**config.mk**
```make
export PLATFORM = sky130hd
export DESIGN_NAME = t08_mmio
export DESIGN_NICKNAME = d
export VERILOG_FILES = /design/src/rtl/t08_mmio.sv
export SDC_FILE = /design/constraint.sdc
export NUM_CORES = 1
export LEC_CHECK = 0
export CAP_MARGIN = 20
export CORE_ASPECT_RATIO = 1.25
export CORE_MARGIN = 2
export CORE_UTILIZATION = 43
export CTS_BUF_LIST = sky130_fd_sc_hd__clkbuf_16
export CTS_CLUSTER_SIZE = 16
export DETAILED_ROUTE_END_ITERATION = 7
export PLACE_DENSITY = 0.89
export SLEW_MARGIN = 20
export SYNTH_ARGS = -nofsm -noshare
export SYNTH_HDL_FRONTEND = slang
export SYNTH_SLANG_ARGS = --single-unit
```
**constraint.sdc**
```tcl
create_clock -name clk -period 2.2 [get_ports clk]
set_clock_uncertainty 0.05 [all_clocks]
set_input_delay 0.44 -clock clk [delete_from_list [all_inputs] [get_ports clk]]
set_output_delay 0.44 -clock clk [all_outputs]
set_load 0.02 [all_outputs]
```
**src/rtl/t08_mmio.sv**
```systemverilog
// t08_mmio: sequences instruction fetch and data access onto one req/ack bus and serves an internal MMIO window.
// Optional bus wait timeout is compiled in with `define T08_MMIO_BUS_TIMEOUT_EN.
module t08_mmio #(
    parameter logic [31:0] MMIO_BASE      = 32'hFFFF_0000,
    parameter int unsigned TIMEOUT_CYCLES = 16
) (
    input  logic        clk,
    input  logic        reset,
    input  logic [31:0] cpu_pc,
    input  logic [31:0] cpu_addr,
    input  logic [31:0] cpu_wdata,
    input  logic        cpu_read,
    input  logic        cpu_write,
    output logic [31:0] cpu_instr,
    output logic [31:0] cpu_rdata,
    output logic        cpu_freeze,
    output logic        bus_req,
    output logic        bus_we,
    output logic [31:0] bus_addr,
    output logic [31:0] bus_wdata,
    input  logic [31:0] bus_rdata,
    input  logic        bus_ack,
    output logic [31:0] gpio_out,
    output logic        bus_err
);

    localparam logic [31:0] NOP = 32'h0000_0013;

    typedef enum logic [1:0] {FETCH, EXEC, DATA, RETIRE} state_t;

    state_t      state_q, state_d;
    logic [31:0] instr_q, instr_d;
    logic [31:0] rdata_q, rdata_d;
    logic [31:0] gpio_q, gpio_d;
    logic [31:0] addr_q, addr_d;
    logic [31:0] wdata_q, wdata_d;
    logic        we_q, we_d;
    logic [31:0] cnt_q;

    logic        req;
    logic        ack_ok;
    logic        timeout;
    logic        in_win;
    logic [31:0] mmio_rd;

    // Reset masks the request combinationally so an ack arriving while reset is held cannot land.
    assign req    = ((state_q == FETCH) || (state_q == DATA)) && !reset;
    assign ack_ok = req && bus_ack;
    assign in_win = (cpu_addr[31:16] == MMIO_BASE[31:16]);

    always_comb begin
        mmio_rd = '0;
        case (cpu_addr[15:0])
            16'h0000: mmio_rd = gpio_q;
            16'h0004: mmio_rd = cnt_q;
            default:  mmio_rd = '0;
        endcase
    end

`ifdef T08_MMIO_BUS_TIMEOUT_EN
    localparam int unsigned WAIT_W = $clog2(TIMEOUT_CYCLES + 1);

    logic [WAIT_W-1:0] wait_q;
    logic              err_q;

    assign timeout = req && !bus_ack && (wait_q == WAIT_W'(TIMEOUT_CYCLES - 1));

    always_ff @(posedge clk) begin
        if (reset) begin
            wait_q <= '0;
            err_q  <= 1'b0;
        end else begin
            wait_q <= (req && !bus_ack && !timeout) ? wait_q + WAIT_W'(1) : '0;
            if (timeout) begin
                err_q <= 1'b1;
            end
        end
    end

    assign bus_err = err_q;
`else
    assign timeout = 1'b0;
    assign bus_err = 1'b0 && (TIMEOUT_CYCLES != 0);
`endif

    always_comb begin
        state_d = state_q;
        instr_d = instr_q;
        rdata_d = rdata_q;
        gpio_d  = gpio_q;
        addr_d  = addr_q;
        wdata_d = wdata_q;
        we_d    = we_q;
        case (state_q)
            FETCH: begin
                if (ack_ok) begin
                    instr_d = bus_rdata;
                    state_d = EXEC;
                end else if (timeout) begin
                    instr_d = NOP;
                    state_d = EXEC;
                end
            end
            EXEC: begin
                if (!cpu_read && !cpu_write) begin
                    state_d = RETIRE;
                end else if (in_win) begin
                    if (cpu_write) begin
                        if (cpu_addr[15:0] == 16'h0000) begin
                            gpio_d = cpu_wdata;
                        end
                    end else begin
                        rdata_d = mmio_rd;
                    end
                    state_d = RETIRE;
                end else begin
                    addr_d  = cpu_addr & ~32'h3;
                    wdata_d = cpu_wdata;
                    we_d    = cpu_write;
                    state_d = DATA;
                end
            end
            DATA: begin
                if (ack_ok) begin
                    if (!we_q) begin
                        rdata_d = bus_rdata;
                    end
                    state_d = RETIRE;
                end else if (timeout) begin
                    if (!we_q) begin
                        rdata_d = 32'hDEAD_BEEF;
                    end
                    state_d = RETIRE;
                end
            end
            RETIRE:  state_d = FETCH;
            default: state_d = FETCH;
        endcase
    end

    always_ff @(posedge clk) begin
        if (reset) begin
            state_q <= FETCH;
            instr_q <= NOP;
            rdata_q <= '0;
            gpio_q  <= '0;
            addr_q  <= '0;
            wdata_q <= '0;
            we_q    <= 1'b0;
            cnt_q   <= '0;
        end else begin
            state_q <= state_d;
            instr_q <= instr_d;
            rdata_q <= rdata_d;
            gpio_q  <= gpio_d;
            addr_q  <= addr_d;
            wdata_q <= wdata_d;
            we_q    <= we_d;
            cnt_q   <= cnt_q + 32'd1;
        end
    end

    assign cpu_instr  = instr_q;
    assign cpu_rdata  = rdata_q;
    assign gpio_out   = gpio_q;
    assign cpu_freeze = (state_q != RETIRE);
    assign bus_req    = req;
    assign bus_we     = req && (state_q == DATA) && we_q;
    assign bus_addr   = !req ? '0 : ((state_q == FETCH) ? (cpu_pc & ~32'h3) : addr_q);
    assign bus_wdata  = (req && (state_q == DATA)) ? wdata_q : '0;

endmodule

```
# Yosys cells after proc, flatten, opt, wreduce, memory -nomap -nowiden
# Index checks and enable logic that the tools add are counted.
# totals
elab_cells	55
input_bits	133
ff_bits	193
# op_classes
reduce_logical	17
n_mux	15
n_eq_ne	12
bitwise	2
n_addsub	1
# op_table
operator	n
two-way mux 32 bit	8
case mux 32 bit (2 select lines)	2
adder 32 x 1 -> 32 bit (second input constant)	1
== test 16 bit (second input constant)	1
== test 16 x 3 -> 1 bit (second input constant)	1
logical NOT 16 bit	1
!= test 2 bit (second input constant)	7
case mux 2 bit (4 select lines)	1
AND reduction 6 bit	1
logical AND 1 bit	5
AND reduction 5 bit	1
== test 2 bit (second input constant)	2
two-way mux 2 bit	2
AND reduction 2 bit	2
logical NOT 1 bit	3
AND reduction 3 bit	1
== test 2 x 1 -> 1 bit (second input constant)	1
logical NOT 2 bit	1
two-way mux 1 bit	2
inverter 1 bit	2
nonzero test 2 bit	1
logical OR 1 bit	1

# Longest topological paths before layout
# logic_depth
ltp_word	6
ltp_mapped	9

# Worst setup path before layout
# OpenSTA, ideal clock, no wires.
# synth_timing
path_type	register -> output
from	register state_q[0]
to	output port bus_addr[11]
required_ps	1710
setup_slack_ps	39
path_stages_with_launch	7
arrival_time_ps	1671
path_cell_list	dfxtp_1 -> inv_1 -> ha_1 -> clkbuf_1 -> clkbuf_1 -> mux2i_1 -> nor2_1
# synth_between
elab_chain_len	4
elab_cells_between_ends	6
cone_classes	1 x eq/ne; 2 x mux; 3 x reduce/logical
# synth_lines
element	line_no	text
from (decl)	31	state_t state_q, state_d;
from (signal assigned)	152	state_q <= state_d;
== test 2 bit or logical NOT 2 bit (tied branches)	47, 169	
logical OR 1 bit	47	assign req = ((state_q == FETCH) || (state_q == DATA)) && !reset;
logical AND 1 bit	47	
two-way mux 32 bit (*)	169	assign bus_addr = !req ? '0 : ((state_q == FETCH) ? (cpu_pc & ~32'h3) : addr_q);
to (decl)	19	output logic [31:0] bus_addr,
# Every way passes the cells marked *; elsewhere a longest branch is shown, timed or not.

# Worst setup path in the final report
# layout_timing
from	register state_q[1]
to	output port bus_addr[20]
# The elaborated chain is that of the path after synthesis.

==> results.ini <==
[outcome]
status=finished, violations left
violations=negative setup slack

[timing]
hold_ws_ns=0.408
tightest_slew_ns=0.801
setup_viol_count_final=24
drv_slew=0
slew_headroom_pct=46.6
tns_ns=-1.55
clock.fmax_mhz=430
fin_ws_ns=-0.124
fin_crit_sh_pct=106
rsz0062_at_grt=yes
finalHoldViolations=0
period_minus_slack_ns=2.32

[cts]
clock_latency_ns=0.44
clkSinkCount=193
clockRootBuffer=clkbuf_16
cts_buffer_depth=2
path_clk_slew_ns=0.07
htreeDepth=4
cts_tree=yes
numCtsBuffers=17
holdBufCountCts=0

[place]
placed_cells=1619
port_buffers=291
hpwl_um=21900
dp_worst_setup_slack_ns=-0.449
gp_congestion=0.838

[layout]
final_core_util_pct=64.5
layout.nets=1511
area_growth_pct=46.9
drive_gt1_share_pct=19.3
instances_no_fill=1669

[power_and_ir_drop]
ir_drop_uv=720
intPower_mw=8.58
pwr-share-seq_pct=33.1
clockPowerShare_pct=22.8
powerDensity_nw_per_um2=952
p_switching_mw=4.71
combPwrFrac_pct=44.1
p_sw_share_pct=35.4
p_leak_nw=5.31

[worst_setup_path]
r2r_slack_ns=0.11
cpMostUsedCell=buf_6
slowest_stage=dfxtp_4
slowest_delay_ns=0.36
critical_path_class=reg2out
critPathArrivalTime_ns=1.83
crit_chain=inv_2 -> ha_4 -> buf_6 -> buf_16 -> mux2i_1 -> nor2_2 -> buf_6
critical_path_required_ns=1.71
cp-start-kind=flip-flop
cp-end-kind=output pin
cp_max_fo=8

[drt]
drt-total-wl_um=31500
drt-pass1-iter-count=5
drc=0
vias=9279
postRouteAntennaNets=0
wl_per_cell_um=18.9
first_iter_violations=688
viasPerCell=5.56

[logic_synthesis]
netlist_instances=1078
yosys_warnings=0
ys_ff_latch=193
ys_seq_area_share_pct=40.7
ys.flop_type=dfxtp_1
avgSynthCellArea_um2=8.81
synth_edf_count=0
synth_cell_type_count=44
syn_area_um2=9500
synthArstFlopShare_pct=0

[floorplanning]
die_w_um=137
io_pins=297
core_um2=21600
die_h_um=170
dieArea_um2=23300
floorplan.rows=60
start_util_pct=43.9

[job]
max-cap-violations=0

[global_routing]
grt_remaining_overflow=0
grt_first_pass_wirelength_um=45700
grt_pass1_vias=8933
grt_max_degree=148
antenna_found_initial=3
grt_use_total_pct=24.9

[min_path]
hold_path_class=reg2reg

layout by cell type (no fill, tap or decap), types with 7 or more instances in the layout:
master           count
buf_2               19
nand3_1             10
a21oi_1            107
nand2_1             76
nor2b_1              8
dfxtp_1            191
o31ai_1             34
clkbuf_16           20
mux2i_1             88
xor2_1               8
a211oi_1            33
o21ai_0              9
nor2_1              48
a22oi_1             32
mux2_2              39
clkdlybuf4s50_1    224
nand4_1             43
buf_12              16
buf_4               70
inv_1                8
or4_1                9
buf_6               36
nor3_1               7
and2_1              25
and2_4              10
nand2b_1           126
cells by family (layout without fill, tap and decap cells):
logic type / after synthesis / count (layout) / synth area share [%]
simple gates: 403 / 403 / 23.6
compound gates: 224 / 224 / 14.9
mux: 131 / 131 / 14.3
xor+xnor: 11 / 11 / 1.01
flops: 193 / 193 / 40.7
buf+inv: 110 / 416 / 4.83
fa+ha+maj: 5 / 5 / 0.659
other cells: 1 / 7 / 0.0395
synth_stat cells (2+ instances only):
library cell / instances / area share, %
a211oi_1: 33 / 2.6
a21oi_1: 107 / 5.6
a22oi_1: 33 / 2.6
and2_1: 34 / 2.2
and3_1: 3 / 0.20
and4_1: 2 / 0.18
buf_1: 7 / 0.28
buf_2: 13 / 0.68
buf_4: 6 / 0.47
clkbuf_1: 74 / 2.9
dfxtp_1: 193 / 41
ha_1: 5 / 0.66
inv_1: 9 / 0.36
mux2_2: 39 / 4.6
mux2i_1: 92 / 9.7
nand2_1: 76 / 3.0
nand2b_1: 126 / 8.3
nand3_1: 10 / 0.53
nand3b_1: 4 / 0.32
nand4_1: 43 / 2.8
nor2_1: 54 / 2.1
nor2b_1: 9 / 0.59
nor3_1: 8 / 0.42
nor4_1: 4 / 0.26
o21ai_0: 9 / 0.47
o21bai_1: 2 / 0.16
o31ai_1: 38 / 3.0
or2_2: 3 / 0.20
or3_1: 6 / 0.40
or4_1: 11 / 0.87
or4_4: 3 / 0.36
xnor2_1: 3 / 0.28
xor2_1: 8 / 0.74
per-stage QoR:
stage,power [mW],cell area (um^2)
after global placement,9.50,13100
after global routing,13.8,14000
final,13.3,14000
after detailed placement,9.64,13100
after floorplan,7.28,9510
after CTS,12.7,13600
layer usage:
layer	track usage [%]	part of all wire (%)	routed length (um)
met5	0	0	0
met4	13.0	4.4	1380
met3	5.87	6.6	2090
met2	43.9	51	16000
met1	27.5	38	12000
cell type report:
type	count	area [um^2]
Fill cell	1674	7660
Multi-Input combinational cell	777	5380
Sequential cell	193	3870
Timing Repair Buffer	375	3760
Clock buffer	17	425
Tap cell	279	349
Clock inverter	15	133
Inverter	9	36.3
Antenna cell	4	10.0
power by group through the flow:
stage,registers [mW],logic [mW],clock network [mW]
after floorplan,4.75,2.53,0
after global placement,4.41,5.09,0
after detailed placement,4.44,5.20,0
after CTS,4.37,5.29,3.07
after global routing,4.46,6.20,3.19
final,4.40,5.86,3.03
flip-flops by register name, summed over array words and instances, names as in the netlist:
name       flops
gpio_out      32
addr_q        30
cpu_instr     32
we_q           1
state_q        2
cnt_q         32
cpu_rdata     32
wdata_q       32
worst paths after layout:
kind / start / end / depth (start not counted)
max: state_q[1]$_SDFFE_PP0P_ / bus_addr[20] / 7
min: cpu_instr[5]$_SDFFE_PP0P_ / cpu_instr[5]$_SDFFE_PP0P_ / 2
max reg2reg: cnt_q[3]$_SDFF_PP0_ / cnt_q[31]$_SDFF_PP0_ / 4
min reg2reg: cpu_instr[5]$_SDFFE_PP0P_ / cpu_instr[5]$_SDFFE_PP0P_ / 2
worst max-delay path, delay by kind of cell (launching register included):
family	cells	cell delay (ns)
muxes	1	0.25
adders and majority gates	1	0.23
buffers and inverters	4	0.48
and+or+nand+nor	1	0.07
DFF	1	0.36
timing repair:
| item | 4_1_cts | 5_1_grt |
|---|---|---|
| gates cloned | 1 | 3 |
| setup buffers | 3 | 6 |
| setup endpoints to repair | 97 | 149 |
| pin swaps | 1 | 5 |
| gates resized for setup | 200 | 178 |
Note: power is estimated with default switching activity, not from simulation.
